--- src/rtl/seg7_scan_out_if.sv ---
// Bus bundle for seg7_scan_out: load strobe/data in, scan outputs and acknowledge back.
// The display driver takes the slave modport; the data source takes master.
interface seg7_scan_out_if #(
    parameter int NDIG = 4
);
    logic                LOAD;
    logic [4*NDIG-1:0]   DIN;
    logic [NDIG-1:0]     DPIN;
    logic                LACK;
    logic                FRAME;
    logic [6:0]          nSEG;
    logic                nDP;
    logic [NDIG-1:0]     nDIG;

    modport master (
        output LOAD, DIN, DPIN,
        input  LACK, FRAME, nSEG, nDP, nDIG
    );

    modport slave (
        input  LOAD, DIN, DPIN,
        output LACK, FRAME, nSEG, nDP, nDIG
    );
endinterface

--- src/rtl/seg7_scan_out.sv ---
// Multiplexed common-anode 7-segment driver with frame-aligned data update and blanking.
// Optional leading-zero blanking is enabled by defining SEG7_LZB_EN.
module seg7_scan_out #(
    parameter int DIV   = 50000,
    parameter int NDIG  = 4,
    parameter int BLANK = 500
) (
    input  logic              CLK,
    input  logic              RST,
    seg7_scan_out_if.slave    bus
);

    localparam int CW = $clog2(DIV);
    localparam int DW = (NDIG > 1) ? $clog2(NDIG) : 1;

    logic [CW-1:0]       r_cnt;
    logic [DW-1:0]       r_dig;
    logic [4*NDIG-1:0]   r_shadow;
    logic [NDIG-1:0]     r_shadow_dp;
    logic                r_pend;
    logic [4*NDIG-1:0]   r_act;
    logic [NDIG-1:0]     r_dp_act;

    logic                r_lack;
    logic                r_frame;
    logic [6:0]          r_nseg;
    logic                r_ndp;
    logic [NDIG-1:0]     r_ndig;

    logic                w_tick;
    logic                w_bound;
    logic                w_blank_ph;
    logic [3:0]          w_nib;
    logic [6:0]          w_seg;
    logic [NDIG-1:0]     w_ndig;
    logic [NDIG-1:0]     w_lz;

    function automatic logic [6:0] f_dec(input logic [3:0] v);
        logic [6:0] s;
        case (v)
            4'h0: s = 7'h40;  4'h1: s = 7'h79;  4'h2: s = 7'h24;  4'h3: s = 7'h30;
            4'h4: s = 7'h19;  4'h5: s = 7'h12;  4'h6: s = 7'h02;  4'h7: s = 7'h78;
            4'h8: s = 7'h00;  4'h9: s = 7'h10;  4'hA: s = 7'h08;  4'hB: s = 7'h03;
            4'hC: s = 7'h46;  4'hD: s = 7'h21;  4'hE: s = 7'h06;  4'hF: s = 7'h0E;
            default: s = 7'h7F;
        endcase
        return s;
    endfunction

    assign w_tick  = (r_cnt == CW'(DIV - 1));
    assign w_bound = w_tick && (r_dig == DW'(NDIG - 1));
    assign w_nib   = r_act[4*int'(r_dig) +: 4];

    generate
        if (BLANK == 0) begin : g_noblank
            assign w_blank_ph = 1'b0;
        end else begin : g_blank
            assign w_blank_ph = (r_cnt < CW'(BLANK));
        end
    endgenerate

    always_comb begin
        w_ndig = '1;
        if (!w_blank_ph)
            w_ndig[r_dig] = 1'b0;
    end

`ifdef SEG7_LZB_EN
    // w_lz[i] set when digit i and every digit above it are zero; digit 0 always shown
    always_comb begin : lzb_mask
        logic v_all_zero;
        v_all_zero = 1'b1;
        w_lz       = '0;
        for (int i = NDIG - 1; i >= 1; i--) begin
            v_all_zero = v_all_zero & (r_act[4*i +: 4] == 4'h0);
            w_lz[i]    = v_all_zero;
        end
    end
    assign w_seg = w_lz[r_dig] ? 7'h7F : f_dec(w_nib);
`else
    assign w_lz  = '0;
    assign w_seg = f_dec(w_nib);
`endif

    always_ff @(posedge CLK) begin
        if (RST) begin
            r_cnt       <= '0;
            r_dig       <= '0;
            r_shadow    <= '0;
            r_shadow_dp <= '0;
            r_pend      <= 1'b0;
            r_act       <= '0;
            r_dp_act    <= '0;
            r_lack      <= 1'b0;
            r_frame     <= 1'b0;
            r_nseg      <= 7'h7F;
            r_ndp       <= 1'b1;
            r_ndig      <= '1;
        end else begin
            r_cnt <= w_tick ? '0 : r_cnt + 1'b1;
            if (w_tick)
                r_dig <= (r_dig == DW'(NDIG - 1)) ? '0 : r_dig + 1'b1;

            r_frame <= w_bound;
            r_lack  <= 1'b0;

            // A LOAD coinciding with the boundary bypasses the shadow so it is not delayed a frame
            if (w_bound) begin
                if (bus.LOAD) begin
                    r_act    <= bus.DIN;
                    r_dp_act <= bus.DPIN;
                    r_pend   <= 1'b0;
                    r_lack   <= 1'b1;
                end else if (r_pend) begin
                    r_act    <= r_shadow;
                    r_dp_act <= r_shadow_dp;
                    r_pend   <= 1'b0;
                    r_lack   <= 1'b1;
                end
            end else if (bus.LOAD) begin
                r_shadow    <= bus.DIN;
                r_shadow_dp <= bus.DPIN;
                r_pend      <= 1'b1;
            end

            r_nseg <= w_seg;
            r_ndp  <= ~r_dp_act[r_dig];
            r_ndig <= w_ndig;
        end
    end

    assign bus.LACK  = r_lack;
    assign bus.FRAME = r_frame;
    assign bus.nSEG  = r_nseg;
    assign bus.nDP   = r_ndp;
    assign bus.nDIG  = r_ndig;

endmodule

--- src/flat_wrapper.sv ---
// flat-port wrapper written by rule: the top's interface ports become plain ports
module seg7_scan_out_flat 
#(
    parameter int DIV   = 50000,
    parameter int NDIG  = 4,
    parameter int BLANK = 500
)
  (CLK, RST, bus_LOAD, bus_DIN, bus_DPIN, bus_LACK, bus_FRAME, bus_nSEG, bus_nDP, bus_nDIG);
  seg7_scan_out_if #(.NDIG(NDIG)) bus_i ();
  input  logic CLK;
  input  logic RST;
  input wire logic [$bits(bus_i.LOAD)-1:0] bus_LOAD;
  input wire logic [$bits(bus_i.DIN)-1:0] bus_DIN;
  input wire logic [$bits(bus_i.DPIN)-1:0] bus_DPIN;
  output wire logic [$bits(bus_i.LACK)-1:0] bus_LACK;
  output wire logic [$bits(bus_i.FRAME)-1:0] bus_FRAME;
  output wire logic [$bits(bus_i.nSEG)-1:0] bus_nSEG;
  output wire logic [$bits(bus_i.nDP)-1:0] bus_nDP;
  output wire logic [$bits(bus_i.nDIG)-1:0] bus_nDIG;
  assign bus_i.LOAD = bus_LOAD;
  assign bus_i.DIN = bus_DIN;
  assign bus_i.DPIN = bus_DPIN;
  assign bus_LACK = bus_i.LACK;
  assign bus_FRAME = bus_i.FRAME;
  assign bus_nSEG = bus_i.nSEG;
  assign bus_nDP = bus_i.nDP;
  assign bus_nDIG = bus_i.nDIG;
  seg7_scan_out #(.DIV(DIV), .NDIG(NDIG), .BLANK(BLANK)) u_core (.CLK(CLK), .RST(RST), .bus(bus_i));
endmodule
--- config.mk ---
export PLATFORM = sky130hd
export DESIGN_NAME = seg7_scan_out_flat
export DESIGN_NICKNAME = d
export VERILOG_FILES = /design/src/rtl/seg7_scan_out_if.sv /design/src/rtl/seg7_scan_out.sv /design/src/flat_wrapper.sv
export SDC_FILE = /design/constraint.sdc
export NUM_CORES = 1
export LEC_CHECK = 0
export BUFFER_PORTS_ARGS = -buffer_cell sky130_fd_sc_hd__buf_2
export CAP_MARGIN = 20
export CORE_AREA = 2 2 123 125
export DETAILED_ROUTE_END_ITERATION = 8
export DIE_AREA = 0 0 125 127
export GPL_ROUTABILITY_DRIVEN = 0
export SYNTH_ARGS = -nofsm -noshare
export SYNTH_HDL_FRONTEND = slang
export SYNTH_SLANG_ARGS = --single-unit
--- constraint.sdc ---
create_clock -name CLK -period 2.8 [get_ports CLK]
set_clock_uncertainty 0.1 [all_clocks]
set_input_delay 0.84 -clock CLK [delete_from_list [all_inputs] [get_ports CLK]]
set_output_delay 0.84 -clock CLK [all_outputs]
set_load 0.01 [all_outputs]
==> impl_summary.log <==
INFO  metric met1Wirelength = 3340 um
INFO  metric dieWidth = 125 um
INFO  metric vias_in_the_first_global_route = 2514
INFO  metric min_path_cells = 2
INFO  metric irDropWorstVdd = 0.000291 V
INFO  metric postLayoutCellArea = 4110 um^2
INFO  metric num_antenna_cells = 0
INFO  metric timing.setup.tns = 0 ns
INFO  metric synthesis.yosys.warnings = 0
INFO  metric timing_hold_violations_final = 0
INFO  metric largest_net_degree_at_the_start_of_global_routing = 52
INFO  metric postSynthAreaPerCell = 9.54 um^2
INFO  metric areaGrowthSynthToFinish = 19.1%
INFO  metric drc = 0
INFO  metric critical_path.startpoint_type = register
INFO  metric max-clock-path-buffers = 2
INFO  metric yosys.cell_types.count = 41
INFO  metric dominantRegCellSynth = sky130_fd_sc_hd__dfxtp_1
INFO  metric count_of_state_elements_after_synthesis = 73
INFO  metric setup-violations-final = 0
INFO  metric grt_setup_unrepaired = no
INFO  metric timing.critical_path.to_type = register
INFO  metric groute.usage.overall = 9.28%
INFO  metric max_freq = 466 MHz
INFO  metric finalNetCount = 425
INFO  metric edff_count_synth = 0
INFO  metric post-route-min-period = 2.15 ns
INFO  metric placementRows = 44
INFO  metric final_layout_size_suffix_gt1_share = 22.2%
INFO  metric worstSkewPairLatency = 0.33 ns
INFO  metric dpl-instance-area = 3770 um^2
INFO  metric r2r_cells = 5
INFO  metric cts_setup_buffers = 0
INFO  metric synth.cell_area = 3450 um^2
INFO  metric hold-path-endpoint = u_core.r_shadow[10]
INFO  metric drt.antenna.violating_nets = 0
INFO  metric tightest_slew = 0.507 ns
INFO  metric die_outline_area = 15900 um^2
INFO  metric dr.pass1.iters = 4
INFO  metric drt-total-wl = 7130 um
INFO  metric layout_common_cells = sky130_fd_sc_hd__nand2_1, sky130_fd_sc_hd__dfxtp_1, sky130_fd_sc_hd__mux2i_1
INFO  metric synthCells = 362
INFO  metric leakage = 1.74 nW
INFO  metric drt-initial-drc-count = 105
INFO  metric routed_wl_met3 = 342 um
INFO  metric timing.critical_path.arrival = 2.22 ns
INFO  metric hold_path_class = register to register
INFO  metric slew-limit-headroom = 66.2%
INFO  metric drt-wirelength-per-cell = 12.3 um
INFO  metric cts-root-buf = sky130_fd_sc_hd__clkbuf_16
INFO  metric vias = 2539
INFO  metric synth.net_count = 396
INFO  metric route.top_layer_used = met4
INFO  metric critical_path.max_fanout = 15
INFO  metric post_cts_gate_resize_count = 0
INFO  metric cts_tree = yes
INFO  metric regToRegSetupSlack = 0.65 ns
INFO  metric vias_per_cell = 4.38
INFO  metric required_time_of_the_critical_path = 2.87 ns
INFO  metric initial_core_util = 23.9%
INFO  metric die_h = 127 um
INFO  metric timing.rr.start = u_core.r_dig[0]
INFO  metric drv_cap = 0
INFO  metric design.core.area = 14400 um^2
INFO  metric r2r_end = u_core.bus.nSEG[6]
INFO  metric htree_levels = 3
INFO  metric result_of_the_run = finished, final reports clean
INFO  metric clock_sink_count = 73
INFO  metric clkTransAtPathRegs = 0.06 ns
INFO  metric final_min_period_over_clock_period = 76.7%
INFO  metric layout_commonest_cell = sky130_fd_sc_hd__nand2_1
INFO  metric crit_type = register to register
INFO  metric routed-wl-met2 = 3330 um
INFO  metric globalRoute.totalOverflow = 0
INFO  metric grt_antenna_before_repair = 0
INFO  metric yosysSeqAreaShare = 42.3%
INFO  metric post-dp-hpwl = 5160 um
INFO  metric hp-start = u_core.r_shadow[10]
INFO  metric slew_viol_final = 0
INFO  metric grt_pass1_wl = 11800 um
INFO  metric cts_hold_bufs = 0
INFO  metric asyncSetResetFlopFracSynth = 0%
INFO  metric power-per-cell-area = 617 nW/um^2
INFO  metric cts_inserted_buffers = 9
INFO  metric ioPinCount = 37
INFO  metric port_buffers = 36
layer usage:
layer  track usage [%]  up-vias
met4              3.73        0
met5                 0        -
met1              11.0     1198
met2              15.2       39
li1                  -     1292
met3              3.64       10
where the power goes:
part	total [W]	internal (W)	leakage (nW)	switching, W
Sequential	0.00108	0.00107	0.595	0.0000128
Clock	0.00132	0.000875	0.167	0.000442
Combinational	0.000142	0.0000669	0.981	0.0000751
how the worst max path moves through the flow:
| stage | start | endpoint | cells after the start |
|---|---|---|---|
| finish | u_core.r_dig[0] | u_core.bus.nSEG[6] | 5 |
| global route | u_core.r_dig[0] | u_core.bus.nSEG[6] | 5 |
| CTS | u_core.r_dig[0] | u_core.bus.nSEG[6] | 5 |
| detailed placement | u_core.r_dig[0] | u_core.bus.nSEG[6] | 5 |
| global placement | u_core.r_dig[0] | u_core.bus.nSEG[0] | 5 |
| floorplan | RST | u_core.bus.nSEG[4] | 5 |
sequential cells by signal, indices dropped and copies added, names as in the netlist:
signal and cells:
u_core.r_act 16, u_core.r_cnt 16, u_core.bus.nSEG 7, u_core.r_shadow_dp 4, u_core.bus.FRAME 1, u_core.r_shadow 16
u_core.r_pend 1, u_core.bus.nDP 1, u_core.bus.LACK 1, u_core.r_dig 2, u_core.r_dp_act 4, u_core.bus.nDIG 4
cells in the mapped netlist (3+ instances only):
cell type                  instances  area, um^2
sky130_fd_sc_hd__a21oi_1           3        15.0
sky130_fd_sc_hd__and4_1            5        43.8
sky130_fd_sc_hd__buf_4             4        30.0
sky130_fd_sc_hd__buf_6             5        56.3
sky130_fd_sc_hd__clkbuf_1         12        45.0
sky130_fd_sc_hd__dfxtp_1          73        1460
sky130_fd_sc_hd__ha_1             11         138
sky130_fd_sc_hd__inv_1             5        18.8
sky130_fd_sc_hd__mux2_2           22         248
sky130_fd_sc_hd__mux2i_1          44         440
sky130_fd_sc_hd__mux4_2            5         113
sky130_fd_sc_hd__nand2_1          93         349
sky130_fd_sc_hd__nand3_1           9        45.0
sky130_fd_sc_hd__nand4_1           6        37.5
sky130_fd_sc_hd__nor2_1           21        78.8
sky130_fd_sc_hd__xor2_1           12         105
kinds of logic after synthesis:
family | after synthesis | share of synthesized area (%)
XOR/XNOR | 14 | 3.55
multiplexers | 71 | 23.2
AND/OR/NAND/NOR | 149 | 19.3
buffers and inverters | 30 | 4.85
flip-flops | 73 | 42.3
AO/OA/AOI/OAI | 14 | 2.83
adder cells (fa/ha/maj) | 11 | 3.99
cell type report:
| cell class | count | area [um^2] |
|---|---|---|
| fillers | 1526 | 10300 |
| multi-input cells | 259 | 1830 |
| flip-flops and latches | 73 | 1460 |
| well taps | 184 | 230 |
| clock buffers | 10 | 229 |
| repair buffers | 42 | 225 |
| clock inverters | 6 | 116 |
| inverters | 6 | 22.5 |
worst max-delay path, cell delays in order, from the launching register on:
cell	delay, ns
sky130_fd_sc_hd__dfxtp_1	0.47
sky130_fd_sc_hd__buf_4	0.21
sky130_fd_sc_hd__mux4_2	0.66
sky130_fd_sc_hd__mux2_2	0.33
sky130_fd_sc_hd__nand2_1	0.08
sky130_fd_sc_hd__o311ai_1	0.14
per-stage QoR:
step / setup slack, ns / cells / hold slack (ns) / power [W] / utilization (%)
CTS: 0.657 / 580 / 0.357 / 0.00257 / 28.5
global route: 0.551 / 580 / 0.373 / 0.00264 / 28.5
global placement: 0.717 / 564 / 0.339 / 0.00124 / 26.1
finish: 0.653 / 580 / 0.353 / 0.00254 / 28.5
floorplan: 0.742 / 362 / 0.326 / 0.00120 / -
detailed placement: 0.659 / 564 / 0.349 / 0.00125 / 26.1
Power figures use the tool's default switching activity.
